`config.mk`:
```
export PLATFORM = sky130hd
export DESIGN_NAME = sramc_ahb_arbiter
export DESIGN_NICKNAME = d
export VERILOG_FILES = /design/src/rtl/sramc_ahb_arbiter.sv
export SDC_FILE = /design/constraint.sdc
export NUM_CORES = 1
export LEC_CHECK = 0
export BUFFER_PORTS_ARGS = -buffer_cell sky130_fd_sc_hd__buf_4
export CAP_MARGIN = 10
export CORE_AREA = 2 2 91 93
export DETAILED_ROUTE_END_ITERATION = 16
export DIE_AREA = 0 0 93 95
export MAX_ROUTING_LAYER = met4
export SLEW_MARGIN = 20
export SYNTH_ARGS = -nofsm -noshare
export SYNTH_HDL_FRONTEND = slang
export SYNTH_SLANG_ARGS = --single-unit
```
`constraint.sdc`:
```
create_clock -name hclk -period 2.75 [get_ports hclk]
set_input_delay 0.275 -clock hclk [delete_from_list [all_inputs] [get_ports hclk]]
set_output_delay 0.275 -clock hclk [all_outputs]
set_load 0.01 [all_outputs]
```
`src/rtl/sramc_ahb_arbiter.sv`:
```
// sramc_ahb_arbiter: two-master AHB-Lite arbiter in front of the SRAM
// controller slave.
//
// The grant (gnt) selects which master's address phase reaches the slave.
// The data-phase owner (dgnt) trails gnt by one accepted transfer and
// selects the write data. A fixed-length burst keeps the grant until its
// last beat. An undefined-length INCR keeps the grant for at most MAX_HOLD
// beats.
//
// Handshake: hready is the only transfer qualifier. A transfer is accepted,
// and every register in this block advances, only on a rising hclk edge
// with hready=1. With hready=0 all state holds, including in mid-burst.
//
// Optional feature: define SRAMC_ARB_STATS_EN to add per-master counters
// of accepted transfers (m0_xfer_cnt, m1_xfer_cnt) and a stats_clr input.
//
// arb_state exposes the FSM state (0=ARB, 1=BURST, 2=HOLD) for observation.

module sramc_ahb_arbiter #(
  parameter int DEFAULT_MASTER = 0,
  parameter int ARB_MODE       = 0,
  parameter int MAX_HOLD       = 16
) (
  input  logic        hclk,
  input  logic        hreset,
  input  logic        m0_hbusreq,
  input  logic        m1_hbusreq,
  output logic        m0_hgrant,
  output logic        m1_hgrant,
  input  logic        m0_hsel,
  input  logic        m1_hsel,
  input  logic [1:0]  m0_htrans,
  input  logic [1:0]  m1_htrans,
  input  logic [1:0]  m0_hsize,
  input  logic [1:0]  m1_hsize,
  input  logic [3:0]  m0_hburst,
  input  logic [3:0]  m1_hburst,
  input  logic        m0_hwrite,
  input  logic        m1_hwrite,
  input  logic [31:0] m0_haddr,
  input  logic [31:0] m1_haddr,
  input  logic [31:0] m0_hwdata,
  input  logic [31:0] m1_hwdata,
  input  logic        hready,
  output logic        s_hsel,
  output logic [1:0]  s_htrans,
  output logic [1:0]  s_hsize,
  output logic [3:0]  s_hburst,
  output logic        s_hwrite,
  output logic [31:0] s_haddr,
  output logic [31:0] s_hwdata,
  output logic        hmaster,
  output logic [1:0]  arb_state
`ifdef SRAMC_ARB_STATS_EN
  ,
  input  logic        stats_clr,
  output logic [15:0] m0_xfer_cnt,
  output logic [15:0] m1_xfer_cnt
`endif
);

  localparam logic [1:0] HTRANS_IDLE   = 2'd0;
  localparam logic [1:0] HTRANS_NONSEQ = 2'd2;
  localparam logic [1:0] HTRANS_SEQ    = 2'd3;

  localparam logic       DM       = (DEFAULT_MASTER != 0);
  localparam bit         RR       = (ARB_MODE != 0);
  localparam logic [7:0] HOLD_CNT = 8'(MAX_HOLD - 1);

  typedef enum logic [1:0] {
    ST_ARB   = 2'd0,
    ST_BURST = 2'd1,
    ST_HOLD  = 2'd2
  } state_t;

  state_t     state;
  logic       gnt;
  logic       dgnt;
  logic       last;
  logic [7:0] cnt;

  logic [1:0] own_htrans;
  logic [2:0] own_hburst;
  logic [7:0] burst_cnt;
  logic       arb_pick;
  logic       arb_now;
  logic       start_fixed;
  logic       start_incr;
  logic       own_seq;

  // Address/control of the current address-phase owner, used by the FSM.
  always_comb begin
    own_htrans = gnt ? m1_htrans : m0_htrans;
    own_hburst = gnt ? m1_hburst[2:0] : m0_hburst[2:0];
  end

  // Remaining SEQ beats after the NONSEQ of a fixed-length burst.
  always_comb begin
    burst_cnt = 8'd0;
    case (own_hburst)
      3'd2, 3'd3: burst_cnt = 8'd3;
      3'd4, 3'd5: burst_cnt = 8'd7;
      3'd6, 3'd7: burst_cnt = 8'd15;
      default:    burst_cnt = 8'd0;
    endcase
  end

  // Winner of a fresh arbitration round; parks on DEFAULT_MASTER when idle.
  always_comb begin
    arb_pick = DM;
    if (m0_hbusreq && m1_hbusreq) begin
      arb_pick = RR ? ~last : 1'b0;
    end else if (m0_hbusreq) begin
      arb_pick = 1'b0;
    end else if (m1_hbusreq) begin
      arb_pick = 1'b1;
    end
  end

  // An early-terminated fixed burst (IDLE or NONSEQ) is arbitrated on the
  // same edge, exactly as if the FSM were already in ARB.
  assign arb_now = (state != ST_BURST && state != ST_HOLD) ||
                   (state == ST_BURST &&
                    (own_htrans == HTRANS_IDLE || own_htrans == HTRANS_NONSEQ));
  assign start_fixed = (own_htrans == HTRANS_NONSEQ) && (own_hburst >= 3'd2);
  assign start_incr  = (own_htrans == HTRANS_NONSEQ) && (own_hburst == 3'd1);
  assign own_seq     = (own_htrans == HTRANS_SEQ);

  // Grant FSM: arbitration, burst locking and the data-phase owner pipeline.
  always_ff @(posedge hclk or negedge hreset) begin
    if (!hreset) begin
      state <= ST_ARB;
      gnt   <= DM;
      dgnt  <= DM;
      last  <= DM;
      cnt   <= 8'd0;
    end else if (hready) begin
      dgnt <= gnt;
      if (arb_now) begin
        if (start_fixed) begin
          state <= ST_BURST;
          cnt   <= burst_cnt;
        end else if (start_incr) begin
          state <= ST_HOLD;
          cnt   <= HOLD_CNT;
        end else begin
          state <= ST_ARB;
          cnt   <= 8'd0;
          if (arb_pick != gnt) begin
            gnt  <= arb_pick;
            last <= arb_pick;
          end
        end
      end else if (state == ST_BURST) begin
        // BUSY leaves the count untouched.
        if (own_seq) begin
          if (cnt == 8'd1) begin
            state <= ST_ARB;
            cnt   <= 8'd0;
          end else begin
            cnt <= cnt - 8'd1;
          end
        end
      end else begin
        // HOLD: only the owner's IDLE or the beat limit ends the lock.
        if (own_htrans == HTRANS_IDLE) begin
          state <= ST_ARB;
          cnt   <= 8'd0;
        end else if (own_seq) begin
          if (cnt == 8'd1) begin
            state <= ST_ARB;
            cnt   <= 8'd0;
          end else begin
            cnt <= cnt - 8'd1;
          end
        end
      end
    end
  end

  // Slave-side address phase follows gnt, write data follows dgnt.
  always_comb begin
    s_hsel   = gnt ? m1_hsel   : m0_hsel;
    s_htrans = gnt ? m1_htrans : m0_htrans;
    s_hsize  = gnt ? m1_hsize  : m0_hsize;
    s_hburst = gnt ? m1_hburst : m0_hburst;
    s_hwrite = gnt ? m1_hwrite : m0_hwrite;
    s_haddr  = gnt ? m1_haddr  : m0_haddr;
    s_hwdata = dgnt ? m1_hwdata : m0_hwdata;
  end

  assign hmaster   = gnt;
  assign m0_hgrant = ~gnt;
  assign m1_hgrant = gnt;
  assign arb_state = state;

`ifdef SRAMC_ARB_STATS_EN
  logic xfer_ok;
  assign xfer_ok = hready && s_hsel && s_htrans[1];

  // Saturating per-owner counters of accepted NONSEQ/SEQ transfers.
  always_ff @(posedge hclk or negedge hreset) begin
    if (!hreset) begin
      m0_xfer_cnt <= 16'd0;
      m1_xfer_cnt <= 16'd0;
    end else if (stats_clr) begin
      m0_xfer_cnt <= 16'd0;
      m1_xfer_cnt <= 16'd0;
    end else if (xfer_ok) begin
      if (!gnt && m0_xfer_cnt != 16'hFFFF) m0_xfer_cnt <= m0_xfer_cnt + 16'd1;
      if (gnt && m1_xfer_cnt != 16'hFFFF)  m1_xfer_cnt <= m1_xfer_cnt + 16'd1;
    end
  end
`endif

endmodule

```
* Yosys cells after proc, flatten, opt, wreduce, memory -nomap -nowiden *
Cells that the tools add are included.

storage, ports and cells
  memory bits (writable) = 0
  word-level logic and storage cells = 61
  register bits = 12
  ROM bits = 0
  bits in latches = 0
  memories kept = 0
  output and inout port bits = 79
  input port bits = 153

operators by class
  shifts and indexed selects = 0
  bitwise operators = 3
  divide/modulo/power cells = 0
  equal/unequal tests = 14
  $lt $le $gt $ge = 1
  reduce and logical (&&, ||, !) cells = 12
  multiplexer cells = 26
  $mul = 0
  add/subtract/negate cells = 1

operator list
  kind                                                                      number
  32-bit 2-to-1 mux                                                         2
  8-bit 2-to-1 mux                                                          5
  2-bit 2-to-1 mux                                                          9
  3-bit equality test (second input constant)                               4
  4-bit 2-to-1 mux                                                          3
  4-bit case mux with 3 select lines                                        1
  8-bit by 1-bit equality test with 1-bit output (second input constant)    1
  8-bit by 1-bit subtractor with 8-bit output (second input constant)       1
  3-bit by 2-bit equality test with 1-bit output (second input constant)    2
  2-bit OR reduction                                                        3
  1-bit logical AND                                                         5
  1-bit 2-to-1 mux                                                          5
  5-bit AND reduction                                                       1
  2-bit equality test (second input constant)                               2
  3-bit by 1-bit equality test with 1-bit output (second input constant)    1
  3-bit by 2-bit >= comparator with 1-bit output (second input constant)    1
  3-bit 2-to-1 mux                                                          1
  1-bit NOT                                                                 3
  2-bit by 1-bit equality test with 1-bit output (second input constant)    1
  2-bit logical NOT                                                         1
  1-bit logical OR                                                          2
  2-bit by 1-bit inequality test with 1-bit output (second input constant)  1
  2-bit inequality test (second input constant)                             1
  1-bit inequality test                                                     1

* Logic depth before layout (Yosys ltp) *
  depth after elaboration = 6
  mapped depth = 7
  mapped depth without buffers = 7

* Least setup slack after synthesis *
Ideal clock, no wire load.

  path type = reg-to-reg
  start point = register gnt, in the netlist hmaster
  end point = register cnt[3]
  data arrival time = 2,032 ps
  cell stages (with the launch flop) = 7
  path slack = 647 ps
  setup time = 71 ps
  data required time = 2,679 ps
  cell sequence = dfrtp_1 -> buf_6 -> mux2i_2 -> o21a_1 -> or4_4 -> or4_1 -> nand4_1

between the ends
  cells in the longest elaborated chain, start to end = 6
  elaborated cells between the ends (all ways) = 28
  classes of those cells = 1 x order compare; 9 x eq/ne; 9 x mux; 9 x reduce/logical

ends and longest elaborated chain
  what                                                              line    text
  start: declaration                                                77      logic gnt;
  start signal: assignment                                          150     gnt <= arb_pick;
  3-bit 2-to-1 mux / 2-bit 2-to-1 mux (equally long branches)       94, 93
  3-bit equality test, or another cell as far along                 100     case (own_hburst)
  2-bit OR reduction, or another cell as far along                  100
  4-bit case mux with 3 select lines, or another cell as far along  100
  4-bit 2-to-1 mux, or another cell as far along                    140     if (start_fixed) begin
  8-bit 2-to-1 mux *                                                139     if (arb_now) begin
  end signal: assignment                                            142     cnt <= burst_cnt;
  end signal: assignment                                            161     cnt <= cnt - 8'd1;
  end signal: assignment                                            174     cnt <= cnt - 8'd1;
  end: declaration                                                  80      logic [7:0] cnt;

Mark *: on every way between the ends. The rest lies on a longest branch, timed or not.
A chain may end at the register's enable or synchronous reset.

* Final worst setup path *
Ends and elaborated chain as after synthesis.

==> run summary <==
The net count reported at finish came out at 565. The final hold violation count was 0. The proportion of total power due to net switching was 0.403. The flow ran to the end, and the final reports show no timing, DRC or antenna violations. The top-area cell type share of the netlist area is 0.471, and the count of port buffers added during placement is 231.

In this run the vertical extent of the chip is 95 um. For the number of buffers between clock root and the deepest sink, the log shows 2. The part of the total power dissipated in the clock network was 0.086.

Post-CTS repair changed the size of 0 cells. The tree built by TritonCTS fans out to 12 sinks. The library cells used most frequently in the layout, excluding fill and tap cells, are buf_4, mux2_2, inv_1, dfrtp_1. For the worst-skew pair, the clock arrives at the later sink with an insertion delay of 240 ps. The die width came out at 93 um. The number of nets handed over by synthesis was 338. By startpoint and endpoint, the worst setup path is classified as register to register. STA puts the critical path data arrival time at 2480 ps. The final number of max-transition violations was 0; the placer's final routability congestion estimate was 0.858. The combined global-route utilization of all metal layers came out at 0.160. Dividing the detail-routed wire length by the instance count gives 14.9 um. The run gives 0.771 as the relative contribution of combinational cells to total power. The critical path goes through mux2i_2 > nor4_1 > or4_4 > or4_1 > nand4_1. Based on the critical path, the design can be clocked at up to 0.435 GHz. The run gives 0 as the number of antenna violations at the first check in global routing. In this design, the largest share of critical-path delay is due to simple AND/OR/NAND/NOR gates. The first detailed-routing pass ran for 4 iterations. The master of the slowest instance on the critical path was dfrtp_2. The tightest min-delay check is of the input pin to register type.

Most area-hungry cell type in the Yosys netlist: mux2_2. The die covers 8840 um2. For this run, the leading register cell type out of synthesis is dfrtp_1. Each instance of the synthesized netlist takes up on average 9.40 um2. The kind of end point of the critical path is a register. Clock skew on the completed layout was measured at 0.586 ps. For the number of placed I/O pins, the log shows 232. The tools report the violation count after the first detailed-route iteration as 73. The relative max-transition margin is 0.530, and the total number of vias is 2318.

For this design the static power due to leakage is 1.78 nW. For this run, the number of standard cells in the final layout without fillers is 514. The portion of the post-synthesis area used by sequential elements was 0.175. After filler insertion, the fill cell instance count of the layout stands at 809.

Including well taps, the total number of placed cells is 509. The detail route stage leaves a number of antenna-violating nets equal to 0. Largest stage delay on the critical path: 610 ps.

The sequential cell fraction of total power was 0.143. The power density relative to cell area was 635 nW/um2; the standard cell core area was 7930 um2. The share of final-layout standard cells stronger than drive strength 1 is 0.770. After global routing the overflow that remains totals 0. The largest net degree at the start of global routing came out at 37.

The proportion of register bits with asynchronous set or reset after synthesis came out at 1.00. Setup violations remaining at the end of the flow were counted as 0. The final critical-path setup slack was 452 ps; the initial cell density of the core was 0.217.

The register bit total from synthesis was 12; the worst-case setup slack after placement was 473 ps. TritonCTS built the clock tree. Net switching component of the power: 923 uW.

The most common library cell in the layout ignoring fill and taps was buf_4. Counting distinct cell types in the post-synthesis netlist gives 39. After detailed routing, the number of remaining DRC violations is 0. After legalization and detailed placement, the total HPWL measured 6580 um.

The number of clock buffers inserted by TritonCTS was 3. After clock tree synthesis, the setup repair step added 0 buffers. The tools report the cell-internal power as 1.37 mW. For the pin with the worst max-slew slack, the measured transition is 700 ps. The first global-routing pass estimated 11000 um of wire.

Clock tree synthesis selected as its root buffer the cell clkbuf_8. Number of diodes: 0. The count of buffering cells on the critical path with inverters included came out at 0. For the required time of the worst setup path, the log shows 2930 ps.

STA classifies the critical path startpoint as a register. In the routed layout, each cell is associated on average with a via count of 4.51. VDD sags by at most 0.000243 V. For the number of global-route vias before repair, the log shows 2203.

The worst path needs 2300 ps of the cycle, external delays included. After clock tree synthesis, the clock-pin slew on the worst setup and hold paths is 60 ps. For the cell count after synthesis, the log shows 183. Wires add up to 7660 um.

The depth of the CTS H-tree was 1. After floorplanning, the core was divided into 33 placement rows. The yosys synthesis warning count came out at 0.

The run gives 0 as the number of violations of the max-capacitance limit. In this run the worst path has a maximum fanout of 19. Ranked by total cell area, the synthesized netlist is headed by mux2_2, dfrtp_1, inv_1, mux2i_1, clkbuf_1. Summed over all failing endpoints, the final setup total negative slack is 0 ps. Setup repair after global routing left no endpoint under its margin. Relative to the synthesized area, the layout overhead comes to 110%. The run gives 1720 um2 as the netlist area before placement. The number of synthesized flops with an enable pin was 0.

The final clock period utilization by the worst path was 0.835.
[synth_stat cells, types with 2 or more instances]
cell type  instances
inv_1             11
or4_1              3
ha_1               2
o31ai_1            2
o21ai_0            3
nand2_1            8
nand2b_1           3
nor2_1             8
dfrtp_1           12
clkbuf_1          10
o211ai_1           3
a31oi_1            2
or3_1              3
nand4_1            2
mux2_2            72
or4_4              2
nor3_1             4
o311ai_0           3
nand3_1            4
mux2i_1            4
a21oi_1            3
a21o_1             2
[metal layers]
metal,share of wire,vias up,GRT usage
met2,0.52,98,0.263
met4,0.013,0,0.0429
met5,0,-,-
met3,0.061,6,0.0239
li1,-,1141,-
met1,0.41,1073,0.205
[final timing paths]
check,start,endpoint,slack [ps],depth (start not counted)
max in group asynchronous,hreset,hmaster,2160,2
setup / recovery,hmaster,cnt[3],450,5
min in group asynchronous,hreset,cnt[5],410,2
hold / removal,hready,dgnt,340,2
hold reg to reg,cnt[1],cnt[1],540,1
setup reg to reg,hmaster,cnt[3],450,5
[through the flow]
step / util / total power [mW] / hold WS [ps] / cell area, um2
6_report: 0.455 / 2.29 / 339 / 3610
2_1_floorplan: - / 1.32 / -20.6 / 1720
5_1_grt: 0.455 / 2.46 / 353 / 3610
3_3_place_gp: 0.447 / 2.09 / 126 / 3550
4_1_cts: 0.455 / 2.32 / 338 / 3610
3_5_place_dp: 0.447 / 2.11 / 127 / 3550
[power groups by stage]
stage	Combinational [mW]	Clock [mW]	Sequential, mW
after floorplan	1.04	0	0.284
after global placement	1.76	0	0.325
after detailed placement	1.78	0	0.330
after CTS	1.79	0.204	0.328
after global routing	1.90	0.216	0.341
final	1.77	0.198	0.328
[repair_timing]
action / in CTS / in global routing
endpoints found under the setup margin: 0 / 0
hold buffers: 1 / 0
endpoints found under the hold margin: 12 / 0
[registers in the layout, summed over array words and instances (netlist names)]
name       cells
cnt            8
arb_state      2
dgnt           1
hmaster        1
[final cells by class]
class	instances	area, um2	area share
repair buffers	234	1760	0.487
multi-input cells	148	1320	0.366
flip-flops and latches	12	302	0.0835
well taps	105	131	0.0364
clock buffers	4	55.1	0.0152
inverters	11	41.3	0.0114
[kinds of logic after synthesis]
group / Yosys count / synth area share
multiplexers: 77 / 0.503
AND/OR/NAND/NOR: 42 / 0.135
buffers and inverters: 23 / 0.0567
adder cells (fa/ha/maj): 2 / 0.0145
flip-flops: 12 / 0.175
AO/OA/AOI/OAI: 27 / 0.116
No activity file was read; power rests on OpenSTA's default activity.
